`src/rtl/ex_muldiv_if.sv`:
```
// -----------------------------------------------------------------------------
// ex_muldiv_iter_if
// Request/response bundle between the execute stage and the iterative
// multiply/divide unit.
//   flush               kill any in-flight op (branch/exception)
//   in_valid/in_ready   request handshake; in_op is RISC-V funct3
//                       (0 MUL 1 MULH 2 MULHSU 3 MULHU 4 DIV 5 DIVU 6 REM 7 REMU)
//   in_a/in_b/in_tag    operands and destination tag
//   out_valid/out_ready result handshake; out_res/out_tag result and its tag
//   busy                unit is not idle (execute holds EX/MEM)
// master = execute stage, slave = multiply/divide unit.
// -----------------------------------------------------------------------------
interface ex_muldiv_iter_if #(
  parameter int unsigned XLEN  = 32,
  parameter int unsigned TAG_W = 5
);
  logic             flush;
  logic             in_valid;
  logic             in_ready;
  logic [2:0]       in_op;
  logic [XLEN-1:0]  in_a;
  logic [XLEN-1:0]  in_b;
  logic [TAG_W-1:0] in_tag;
  logic             out_valid;
  logic             out_ready;
  logic [XLEN-1:0]  out_res;
  logic [TAG_W-1:0] out_tag;
  logic             busy;

  modport master (
    output flush, in_valid, in_op, in_a, in_b, in_tag, out_ready,
    input  in_ready, out_valid, out_res, out_tag, busy
  );

  modport slave (
    input  flush, in_valid, in_op, in_a, in_b, in_tag, out_ready,
    output in_ready, out_valid, out_res, out_tag, busy
  );
endinterface

```
`src/rtl/ex_muldiv_iter.sv`:
```
// -----------------------------------------------------------------------------
// ex_muldiv_iter
// Iterative RV32M/RV64M multiply/divide unit for the execute stage.
//   clk   system clock
//   Rst   asynchronous active-low reset
//   bus   ex_muldiv_iter_if.slave (request, result and busy signals)
// Multiply: shift-add on a 2*XLEN accumulator, MUL_BITS multiplier bits per
// cycle (XLEN/MUL_BITS cycles) plus one sign-fixup cycle.
// Divide: restoring radix-2 on magnitudes (XLEN cycles) plus one fixup cycle.
// Optional macro MULDIV_EARLY_OUT_EN: divide by zero, signed overflow and
// multiplies with a zero operand skip iteration (result one cycle after
// accept). Results are identical either way.
// -----------------------------------------------------------------------------
module ex_muldiv_iter #(
  parameter int unsigned XLEN     = 32,
  parameter int unsigned MUL_BITS = 2,
  parameter int unsigned TAG_W    = 5
) (
  input logic               clk,
  input logic               Rst,
  ex_muldiv_iter_if.slave   bus
);

  localparam int unsigned    CW        = $clog2(XLEN + 1);
  localparam logic [CW-1:0]  MUL_ITERS = CW'(XLEN / MUL_BITS);
  localparam logic [CW-1:0]  DIV_ITERS = CW'(XLEN);

  localparam logic [1:0] S_IDLE = 2'd0;
  localparam logic [1:0] S_MUL  = 2'd1;
  localparam logic [1:0] S_DIV  = 2'd2;
  localparam logic [1:0] S_DONE = 2'd3;

  logic [1:0]        state_q,    state_d;
  logic [CW-1:0]     cnt_q,      cnt_d;
  logic [2:0]        op_q,       op_d;
  logic [TAG_W-1:0]  tag_q,      tag_d;
  logic              neg_q,      neg_d;
  logic              spec_q,     spec_d;
  logic [XLEN-1:0]   spec_res_q, spec_res_d;
  logic [XLEN-1:0]   mcand_q,    mcand_d;
  logic [2*XLEN-1:0] acc_q,      acc_d;
  logic [XLEN-1:0]   res_q,      res_d;

  // ---------------- request decode ----------------
  logic            accept, is_div, a_sgn, b_sgn, a_neg, b_neg, res_neg;
  logic            div0, ovf, mulz, special, early;
  logic [XLEN-1:0] a_mag, b_mag, spec_val;

  always_comb begin
    accept  = bus.in_valid && (state_q == S_IDLE) && !bus.flush;
    is_div  = bus.in_op[2];
    a_sgn   = is_div ? ~bus.in_op[0] : (bus.in_op == 3'd1 || bus.in_op == 3'd2);
    b_sgn   = is_div ? ~bus.in_op[0] : (bus.in_op == 3'd1);
    a_neg   = a_sgn & bus.in_a[XLEN-1];
    b_neg   = b_sgn & bus.in_b[XLEN-1];
    a_mag   = a_neg ? -bus.in_a : bus.in_a;
    b_mag   = b_neg ? -bus.in_b : bus.in_b;
    // REM/REMU take the dividend's sign; everything else a^b
    res_neg = (is_div & bus.in_op[1]) ? a_neg : (a_neg ^ b_neg);
    div0    = is_div & (bus.in_b == '0);
    ovf     = is_div & ~bus.in_op[0] & (bus.in_a == {1'b1, {(XLEN-1){1'b0}}})
              & (bus.in_b == '1);
    mulz    = ~is_div & ((bus.in_a == '0) | (bus.in_b == '0));
    special = div0 | ovf | mulz;
    if (div0)     spec_val = bus.in_op[1] ? bus.in_a : '1;
    else if (ovf) spec_val = bus.in_op[1] ? '0 : bus.in_a;
    else          spec_val = '0;
  end

`ifdef MULDIV_EARLY_OUT_EN
  assign early = special;
`else
  assign early = 1'b0;
`endif

  // ---------------- datapath steps ----------------
  logic [MUL_BITS-1:0]      digit;
  logic [XLEN+MUL_BITS-1:0] hi_sum;
  logic [2*XLEN-1:0]        mul_next, div_next, prod;
  logic [XLEN:0]            rem_sh, rem_sub;
  logic                     ge;
  logic [XLEN-1:0]          div_mag, div_res, mul_res, fix_res;

  always_comb begin
    // multiplier sits in the low half and shifts out MUL_BITS per step
    digit    = acc_q[MUL_BITS-1:0];
    hi_sum   = (XLEN+MUL_BITS)'(acc_q[2*XLEN-1:XLEN])
             + (XLEN+MUL_BITS)'(mcand_q) * (XLEN+MUL_BITS)'(digit);
    mul_next = {hi_sum, acc_q[XLEN-1:MUL_BITS]};

    // acc = {remainder, dividend/quotient}
    rem_sh   = {acc_q[2*XLEN-1:XLEN], acc_q[XLEN-1]};
    rem_sub  = rem_sh - {1'b0, mcand_q};
    ge       = rem_sh >= {1'b0, mcand_q};
    div_next = {(ge ? rem_sub[XLEN-1:0] : rem_sh[XLEN-1:0]), acc_q[XLEN-2:0], ge};

    prod     = neg_q ? -acc_q : acc_q;
    mul_res  = (op_q[1:0] == 2'd0) ? prod[XLEN-1:0] : prod[2*XLEN-1:XLEN];
    div_mag  = op_q[1] ? acc_q[2*XLEN-1:XLEN] : acc_q[XLEN-1:0];
    div_res  = neg_q ? -div_mag : div_mag;
    fix_res  = spec_q ? spec_res_q : (op_q[2] ? div_res : mul_res);
  end

  // ---------------- control ----------------
  always_comb begin
    state_d    = state_q;
    cnt_d      = cnt_q;
    op_d       = op_q;
    tag_d      = tag_q;
    neg_d      = neg_q;
    spec_d     = spec_q;
    spec_res_d = spec_res_q;
    mcand_d    = mcand_q;
    acc_d      = acc_q;
    res_d      = res_q;
    case (state_q)
      S_IDLE: if (accept) begin
        op_d       = bus.in_op;
        tag_d      = bus.in_tag;
        neg_d      = res_neg;
        spec_d     = special;
        spec_res_d = spec_val;
        mcand_d    = is_div ? b_mag : a_mag;
        acc_d      = {{XLEN{1'b0}}, (is_div ? a_mag : b_mag)};
        state_d    = is_div ? S_DIV : S_MUL;
        // early-out jumps the counter straight to the fixup step
        cnt_d      = early ? (is_div ? DIV_ITERS : MUL_ITERS) : '0;
      end
      S_MUL: if (cnt_q == MUL_ITERS) begin
        res_d   = fix_res;
        cnt_d   = '0;
        state_d = S_DONE;
      end else begin
        acc_d = mul_next;
        cnt_d = cnt_q + CW'(1);
      end
      S_DIV: if (cnt_q == DIV_ITERS) begin
        res_d   = fix_res;
        cnt_d   = '0;
        state_d = S_DONE;
      end else begin
        acc_d = div_next;
        cnt_d = cnt_q + CW'(1);
      end
      default: if (bus.out_ready) state_d = S_IDLE;
    endcase
    if (bus.flush) begin
      state_d = S_IDLE;
      cnt_d   = '0;
      res_d   = res_q;
    end
  end

  always_ff @(posedge clk or negedge Rst) begin
    if (!Rst) begin
      state_q    <= S_IDLE;
      cnt_q      <= '0;
      op_q       <= '0;
      tag_q      <= '0;
      neg_q      <= 1'b0;
      spec_q     <= 1'b0;
      spec_res_q <= '0;
      mcand_q    <= '0;
      acc_q      <= '0;
      res_q      <= '0;
    end else begin
      state_q    <= state_d;
      cnt_q      <= cnt_d;
      op_q       <= op_d;
      tag_q      <= tag_d;
      neg_q      <= neg_d;
      spec_q     <= spec_d;
      spec_res_q <= spec_res_d;
      mcand_q    <= mcand_d;
      acc_q      <= acc_d;
      res_q      <= res_d;
    end
  end

  assign bus.in_ready  = (state_q == S_IDLE);
  assign bus.busy      = (state_q != S_IDLE);
  assign bus.out_valid = (state_q == S_DONE);
  assign bus.out_res   = res_q;
  assign bus.out_tag   = tag_q;

endmodule
```
`src/flat_wrapper.sv`:
```
// flat-port wrapper written by rule: the top's interface ports become plain ports
module ex_muldiv_iter_flat 
#(
  parameter int unsigned XLEN     = 32,
  parameter int unsigned MUL_BITS = 2,
  parameter int unsigned TAG_W    = 5
)
  (clk, Rst, bus_flush, bus_in_valid, bus_in_op, bus_in_a, bus_in_b, bus_in_tag, bus_out_ready, bus_in_ready, bus_out_valid, bus_out_res, bus_out_tag, bus_busy);
  ex_muldiv_iter_if #(.XLEN(XLEN), .TAG_W(TAG_W)) bus_i ();
  input logic clk;
  input logic Rst;
  input wire logic [$bits(bus_i.flush)-1:0] bus_flush;
  input wire logic [$bits(bus_i.in_valid)-1:0] bus_in_valid;
  input wire logic [$bits(bus_i.in_op)-1:0] bus_in_op;
  input wire logic [$bits(bus_i.in_a)-1:0] bus_in_a;
  input wire logic [$bits(bus_i.in_b)-1:0] bus_in_b;
  input wire logic [$bits(bus_i.in_tag)-1:0] bus_in_tag;
  input wire logic [$bits(bus_i.out_ready)-1:0] bus_out_ready;
  output wire logic [$bits(bus_i.in_ready)-1:0] bus_in_ready;
  output wire logic [$bits(bus_i.out_valid)-1:0] bus_out_valid;
  output wire logic [$bits(bus_i.out_res)-1:0] bus_out_res;
  output wire logic [$bits(bus_i.out_tag)-1:0] bus_out_tag;
  output wire logic [$bits(bus_i.busy)-1:0] bus_busy;
  assign bus_i.flush = bus_flush;
  assign bus_i.in_valid = bus_in_valid;
  assign bus_i.in_op = bus_in_op;
  assign bus_i.in_a = bus_in_a;
  assign bus_i.in_b = bus_in_b;
  assign bus_i.in_tag = bus_in_tag;
  assign bus_i.out_ready = bus_out_ready;
  assign bus_in_ready = bus_i.in_ready;
  assign bus_out_valid = bus_i.out_valid;
  assign bus_out_res = bus_i.out_res;
  assign bus_out_tag = bus_i.out_tag;
  assign bus_busy = bus_i.busy;
  ex_muldiv_iter #(.XLEN(XLEN), .MUL_BITS(MUL_BITS), .TAG_W(TAG_W)) u_core (.clk(clk), .Rst(Rst), .bus(bus_i));
endmodule
```
`config.mk`:
```
export PLATFORM = sky130hd
export DESIGN_NAME = ex_muldiv_iter_flat
export DESIGN_NICKNAME = d
export VERILOG_FILES = /design/src/rtl/ex_muldiv_if.sv /design/src/rtl/ex_muldiv_iter.sv /design/src/flat_wrapper.sv
export SDC_FILE = /design/constraint.sdc
export NUM_CORES = 1
export LEC_CHECK = 0
export BUFFER_PORTS_ARGS = -buffer_cell sky130_fd_sc_hd__buf_4
export CAP_MARGIN = 20
export CORE_MARGIN = 3
export CORE_UTILIZATION = 63
export DETAILED_ROUTE_END_ITERATION = 12
export PLACE_DENSITY = 0.82
export SLEW_MARGIN = 10
export SYNTH_ARGS = -nofsm -noshare
export SYNTH_HDL_FRONTEND = slang
export SYNTH_SLANG_ARGS = --single-unit
```
`constraint.sdc`:
```
create_clock -name clk -period 4.3 [get_ports clk]
set_clock_uncertainty 0.15 [all_clocks]
set_input_delay 0.215 -clock clk [delete_from_list [all_inputs] [get_ports clk]]
set_output_delay 0.215 -clock clk [all_outputs]
set_load 0.1 [all_outputs]
```
* After elaboration in Yosys (flattened, before gate mapping)
Cells that the tools add are included.
** Word-level totals
- Register bits after elaboration :: 178
- Bits of input ports :: 77
- Logic and storage cells :: 106
** Operators by class
- Add/subtract/negate cells :: 7
- Order comparisons :: 1
- Equal/unequal tests :: 17
- Multiplexer cells :: 37
- Bitwise logic cells :: 15
- Multiply operators :: 1
- Reductions and logical operators :: 18
** Operator list (number)
- two-way mux 32 bit :: 16
- two-way mux 64 bit :: 4
- case mux 64 bit (3 select lines) :: 1
- negator 32 bit :: 3
- == test 32 bit (second input constant) :: 2
- logical NOT 32 bit :: 2
- negator 64 bit :: 1
- case mux 32 bit (2 select lines) :: 1
- adder 32 x 34 -> 34 bit :: 1
- multiplier 32 x 2 -> 34 bit :: 1
- greater-or-equal comparator 33 x 32 -> 1 bit :: 1
- subtractor 32 bit :: 1
- two-way mux 6 bit :: 4
- case mux 6 bit (3 select lines) :: 1
- two-way mux 2 bit :: 6
- AND reduction 4 bit :: 3
- inequality test 3 x 2 -> 1 bit (second input constant) :: 3
- bitwise AND 1 bit :: 8
- adder 6 x 1 -> 6 bit (second input constant) :: 1
- == test 6 x 5 -> 1 bit (second input constant) :: 1
- == test 6 bit (second input constant) :: 1
- inequality test 2 x 1 -> 1 bit (second input constant) :: 3
- case mux 2 bit (3 select lines) :: 1
- nonzero test 5 bit :: 1
- 17 further kinds :: 29

* Longest topological paths before layout
Gate-level depths: netlist of the first run.
- Depth after elaboration :: 8
- Depth in mapped cells :: 16
- Depth with buffers taken out :: 15

* Worst setup path after synthesis of the first run
No wires, ideal clock.
- Path type :: flip-flop to flip-flop
- Start point :: register u_core.acc_q[0]
- End point :: register u_core.acc_q[63]
- Path slack :: 0.375 ns
- Stages on the path, launching flop included :: 16
- Arrival time :: 3.689 ns
- Path buffers :: 3
- Cell sequence :: dfrtp_1 -> clkbuf_1 -> clkbuf_1 -> nand2_1 -> fa_1 -> inv_1 -> ha_1 -> clkbuf_1 -> nand2_1 -> or3_1 -> o32a_1 -> o211ai_1 -> o22ai_1 -> o2111a_1 -> or4_1 -> o211ai_1
** On the way
- Word-level cells in the longest chain between the ends :: 4
** RTL lines
- from (decl) :: line ex_muldiv_iter.sv:41 : logic [2*XLEN-1:0] acc_q, acc_d;
- from (signal assigned) :: line ex_muldiv_iter.sv:164 : acc_q <= '0;
- from (signal assigned) :: line ex_muldiv_iter.sv:175 : acc_q <= acc_d;
- multiplier 32 x 2 -> 34 bit :: line ex_muldiv_iter.sv:88 : + (XLEN+MUL_BITS)'(mcand_q) * (XLEN+MUL_BITS)'(digit);
- adder 32 x 34 -> 34 bit :: line ex_muldiv_iter.sv:88
- two-way mux 64 bit :: line ex_muldiv_iter.sv:129 : S_MUL: if (cnt_q == MUL_ITERS) begin
- case mux 64 bit (3 select lines) :: line ex_muldiv_iter.sv:116 : case (state_q)
Every way passes these cells. The select of a mux whose other input is x is not followed.
A chain may end at the register's enable or synchronous reset.

* Worst setup path in the final report of the first run
- Start point :: register u_core.acc_q[1]
- End point :: register u_core.acc_q[63]
Same word-level chain as after synthesis.

==> flow_metrics.tcl, run 1 <==
set metrics [dict create \
    outcome "finished clean" \
    grt_pass1_vias 18400 \
    layout.nets 2690 \
    rsz0062_at_grt "no" \
    worstPathMaxFanout 19 \
    grt_max_degree 80 \
    start_util_pct 64.9 \
    via_per_inst 6.68 \
    post-cts-setup-buffers 0 \
    netlist_area_um2 18300 \
    min_from "bus_in_a[24]" \
    p_int_mw 6.49 \
    synth.distinct_cells 86 \
    cpMaxStageDelayCell "fa_1" \
    cts.htree.levels 4 \
    final_hold_viol_count 0 \
    worstPathCellList "buf_4 -> nand2_1 -> fa_1 -> inv_1 -> ha_1 -> nand2_1 -> or3_1 -> o32a_1 -> o211ai_1 -> o22ai_1 -> o2111a_1 -> or4_1 -> o211ai_1" \
    root_buffer "clkbuf_16" \
    dieArea_um2 31100 \
    synth-seq-cells 178 \
    hp-class "in2reg" \
    place.gp.congestion 1.08 \
    clk_latency_ns 0.46 \
    drive_above_1_share_pct 12.2 \
    swShare_pct 55.5 \
    switching_power_mw 8.11 \
    rows 61 \
    wire_per_inst_um 23.3 \
    yosys_warnings 0 \
    die_w_um 176 \
    drv_slew 0 \
    antenna_found_initial 1 \
    clockBufferDepth 2 \
    io_pins 117 \
    rrSetupSlack_ns 0.27 \
    fmax_mhz 248 \
    async_flop_share_pct 100 \
    critPathLaunch "u_core.acc_q[1]" \
    synthCells 2420 \
    peakVddDrop_uv 900 \
    grtUsageTotal_pct 42.6 \
    cts_tree "built" \
    setup_viol 0 \
    fill_cells 2280 \
    syn-num-nets 2606 \
    slowest_delay_ns 0.53 \
    clkPwrFrac_pct 11.8 \
    cts_made_buffers 17 \
    drtPass1Iterations 7 \
    clk_pin_slew_ns 0.09 \
    slew_headroom_pct 32.8 \
    synth.avg_cell_area_um2 7.56 \
    portBuffers 116 \
    power_frac_comb_pct 67.6 \
    synth_top_flop_cell "dfrtp_1" \
    p_per_area_nw_per_um2 707 \
    worst_slew_pin_slew_ns 1.01 \
    worst-setup-path-type "reg2reg" \
    clock_sinks 178 \
    min_period_over_period_pct 93.6 \
    setup_tns_ns 0 \
    pwr-share-seq_pct 20.7 \
    post-dp-hpwl_um 51700 \
    core_area_um2 28200 \
    min_period_ns 4.03 \
    arrival_ns 4.25 \
    ys_seq_area_share_pct 24.4 \
    endpoint_kind "flop" \
    startpoint_type "flop" \
    drtIter0Drc 2509 \
    die_h_um 176 \
    syn2layout_area_growth_pct 12.8 \
    grt_pass1_wl_um 103000 \
    overflow 0 \
    drc 0 \
    routed_wl_um 67500 \
    synth_edf_count 0 \
    critPathRequiredTime_ns 4.53 \
    drv_cap 0 \
    final_common_cell "nand2_1" \
    final_cell_mix "318 x nand2_1, 216 x o21ai_0, 193 x nor2_1" \
    fin_util_pct 73.3 \
    leakage_nw 9.11 \
    ant_nets 0 \
    diodes 0 \
    vias 19300 \
    timing.rr.start "u_core.acc_q[1]" \
]
## synthesized netlist by cell type, types with 41 or more instances
cell / number / share of area, %
nand2_1: 318 / 6.5
o21ai_0: 217 / 5.9
nor2_1: 193 / 4.0
dfrtp_1: 178 / 24
a21oi_1: 170 / 4.7
inv_1: 168 / 3.4
clkbuf_1: 124 / 2.5
xnor2_1: 122 / 5.8
ha_1: 76 / 5.2
xor2_1: 76 / 3.6
mux2i_1: 52 / 2.8
o21ai_1: 49 / 1.3
a22oi_1: 41 / 1.7
nand3_1: 41 / 1.1
o31ai_1: 41 / 1.7
## area by class of cell
class	count	area [um^2]	share of cell area, %
clock inverter	14	185	0.897
multi-input combinational	1905	12500	60.8
timing repair buffer	234	1910	9.27
sequential	178	4460	21.6
inverter	168	631	3.06
tap	378	473	2.29
clock buffer	18	439	2.13
## flip-flops by register name, indices dropped and copies added, names as in the netlist
| signal | flops |
|---|---|
| u_core.neg_q | 1 |
| u_core.op_q | 3 |
| u_core.cnt_q | 6 |
| u_core.mcand_q | 32 |
| u_core.spec_q | 1 |
| u_core.bus.out_res | 32 |
| u_core.state_q | 2 |
| u_core.bus.out_tag | 5 |
| u_core.acc_q | 64 |
| u_core.spec_res_q | 32 |
## repair_timing
action                     CTS  global route
setup endpoints to repair    0             5
hold endpoints to repair   109             0
gates resized for setup      0             4
hold buffers                40             0
## power groups by stage
stage | registers, mW | clock network (mW) | logic [mW]
6_report | 3.02 | 1.72 | 9.87
5_1_grt | 3.02 | 1.79 | 10.6
4_1_cts | 2.93 | 1.71 | 9.56
3_5_place_dp | 2.96 | 0 | 9.47
3_3_place_gp | 2.94 | 0 | 9.26
2_1_floorplan | 2.72 | 0 | 6.89
## cells by family (layout without fill, tap and decap cells)
kind of cell	Yosys count	count (layout)	synth area share (%)
xor gates and xnor gates	198	198	9.48
and+or+nand+nor	777	777	20.2
muxes	81	81	4.63
buffers and inverters	337	434	7.23
DFF	178	178	24.4
adders and majority gates	109	109	8.81
AOI/OAI and AO/OA	740	740	25.3
## layer usage
layer | global-route usage [%] | vias to the layer above | routed length [um]
li1 | - | 8691 | -
met1 | 53.2 | 9054 | 25000
met2 | 65.7 | 1244 | 29300
met3 | 11.0 | 348 | 7740
met4 | 27.0 | 2 | 5420
met5 | 0 | - | 17
## through the flow
stage	instance area [um^2]	worst slack [ns]	std cells	hold WS (ns)	total power, mW
2_1_floorplan	18300	0.375	2420	-0.231	9.61
3_3_place_gp	19600	0.278	2821	0.125	12.2
3_5_place_dp	19600	0.195	2821	0.134	12.4
4_1_cts	20600	0.184	2893	0.00834	14.2
5_1_grt	20600	0.0538	2895	0.0587	15.4
6_report	20600	0.274	2895	0.0571	14.6
## critical path, delay by kind of cell (launching register included)
family | cells | cell delay (ns)
flops | 1 | 0.48
simple gates | 4 | 1.12
buf+inv | 2 | 0.31
compound gates | 5 | 0.93
fa+ha+maj | 2 | 0.93
## path summary, 6_finish.rpt
| kind | end | depth (start not counted) |
|---|---|---|
| max | u_core.acc_q[63] | 13 |
| min | u_core.spec_res_q[24] | 3 |
| max reg2reg | u_core.acc_q[63] | 13 |
| min reg2reg | u_core.bus.out_res[25] | 2 |
| max in group asynchronous | u_core.neg_q | 3 |
| min in group asynchronous | u_core.cnt_q[0] | 2 |
Note: power is estimated with default switching activity, not from simulation.
==> run 2, diff against run 1 <==
Clock period 4.3 ns to 4.4 ns, I/O delays scaled along.
==> flow_metrics.tcl, run 2 (synthesized netlist as in run 1, its figures left out) <==
set metrics [dict create \
    cts_tree "built" \
    clockBufferDepth 2 \
    drv_slew 0 \
    grt_use_met2_pct 66.5 \
    fill_cells 2246 \
    drtIter0Drc 2693 \
    grt_max_degree 72 \
    worst-setup-path-type "reg2reg" \
    antenna_found_initial 2 \
    min_period_over_period_pct 93.7 \
    peakVddDrop_uv 695 \
    diodes 0 \
    power_frac_comb_pct 68.2 \
    drv_cap 0 \
    slew_headroom_pct 33.4 \
    multi_input_area_um2 12500 \
    pwr-share-seq_pct 20.5 \
    core_area_um2 28200 \
    fmax_mhz 242 \
    die_w_um 176 \
    seqCellArea_um2 4460 \
    arrival_ns 4.33 \
    root_buffer "clkbuf_16" \
    grt_pass1_wl_um 105000 \
    clock_sinks 178 \
    p_per_area_nw_per_um2 692 \
    endpoint_kind "flop" \
    swShare_pct 55.7 \
    grtUsageTotal_pct 43.1 \
    worstPathMaxFanout 7 \
    largest_register_ffs 64 \
    portBuffers 116 \
    io_pins 117 \
    rows 61 \
    place.gp.congestion 1.10 \
    cts.htree.levels 4 \
    dieArea_um2 31100 \
    grt_use_met1_pct 55.7 \
    final_common_cell "nand2_1" \
    startpoint_type "flop" \
    whs_ns 0.00901 \
    start_util_pct 64.9 \
    switching_power_mw 7.92 \
    outcome "finished clean" \
    rsz0062_at_grt "no" \
    syn2layout_area_growth_pct 12.3 \
    grt_pass1_vias 18600 \
    top_register "u_core.acc_q" \
    ant_nets 0 \
    clkPwrFrac_pct 11.3 \
    cts_made_buffers 17 \
    clk_latency_ns 0.45 \
    drive_above_1_share_pct 12.2 \
    drtPass1Iterations 7 \
    routed_wl_um 67900 \
    min_period_ns 4.12 \
    post-dp-hpwl_um 52000 \
    final_hold_viol_count 0 \
    drc 0 \
    hp-class "in2reg" \
    final_cell_mix "318 x nand2_1, 217 x o21ai_0, 193 x nor2_1, 193 x buf_4, 176 x dfrtp_1" \
    die_h_um 176 \
    overflow 0 \
    setup_viol 0 \
    busiest_layer "met2" \
    p_int_mw 6.30 \
    use_met3_pct 10.7 \
    worst_slew_pin_slew_ns 0.986 \
    layout.nets 2688 \
    place_ws_ns 0.224 \
    clk_pin_slew_ns 0.08 \
    leakage_nw 9.07 \
    via_per_inst 6.75 \
    wire_per_inst_um 23.5 \
    layout_setup_ws_ns 0.276 \
    setup_tns_ns 0 \
    vias 19500 \
    critPathRequiredTime_ns 4.61 \
    fin_util_pct 72.9 \
]
==> run 2: changes by cell type in the layout (fill, tap and decap cells not counted), sizes merged <==
cell / change
inv: -1
bufinv: -1
dlygate4sd3: -3
clkbuf: +2
buf: +1
==> run 2: final timing paths <==
| kind | start | end | slack [ns] | cells past startpoint |
|---|---|---|---|---|
| max | u_core.acc_q[33] | u_core.acc_q[63] | 0.28 | 14 |
| min | bus_in_a[15] | u_core.spec_res_q[15] | 0.009 | 3 |
| max reg2reg | u_core.acc_q[33] | u_core.acc_q[63] | 0.28 | 14 |
| min reg2reg | u_core.bus.out_res[26] | u_core.bus.out_res[26] | 0.33 | 2 |
| max in group asynchronous | Rst | u_core.acc_q[62] | 2.82 | 3 |
| min in group asynchronous | Rst | u_core.cnt_q[1] | 0.18 | 2 |
==> run 2: final cells by class <==
cell class                 count  area share (%)
timing repair buffer         232            9.04
clock inverter                12           0.682
inverter                     168            3.07
clock buffer                  20            2.17
multi-input combinational   1905            61.0
tap                          378            2.30
sequential                   178            21.7
==> run 2: stage by stage <==
step,instance area [um^2],power [mW],instances
floorplan,18300,9.39,2420
global placement,19500,12.0,2823
detailed placement,19500,12.2,2823
CTS,20500,13.8,2892
global route,20500,15.0,2893
finish,20500,14.2,2893
==> run 2: what timing repair did <==
action | 4_1_cts | 5_1_grt
buffers inserted | 0 | 0
endpoints found under the hold margin | 104 | 0
resized for setup | 0 | 1
setup endpoints to repair | 0 | 3
hold buffers | 37 | 0
==> run 2: power by group through the flow <==
stage,logic [mW],registers (mW),clock network (mW)
after global routing,10.5,2.92,1.65
after floorplan,6.74,2.66,0
after global placement,9.13,2.84,0
after detailed placement,9.31,2.86,0
final,9.70,2.91,1.61
after CTS,9.41,2.83,1.60
==> run 2: critical path, stage by stage, from the launching register on <==
cell and delay [ns]:
dfrtp_1 0.49, inv_1 0.13, fa_1 0.50, inv_1 0.08, ha_1 0.20, inv_1 0.07
fa_1 0.37, nor2b_1 0.22, o31ai_1 0.13, a31o_2 0.27, o211ai_1 0.34, o22ai_1 0.20
o2111a_1 0.31, or4_1 0.50, o211ai_1 0.09
==> run 2: per-layer routing <==
metal	share of wire, %	vias up
met5	0.035	-
met4	7.2	4
met3	12	312
met2	44	1324
met1	37	9203
li1	-	8684
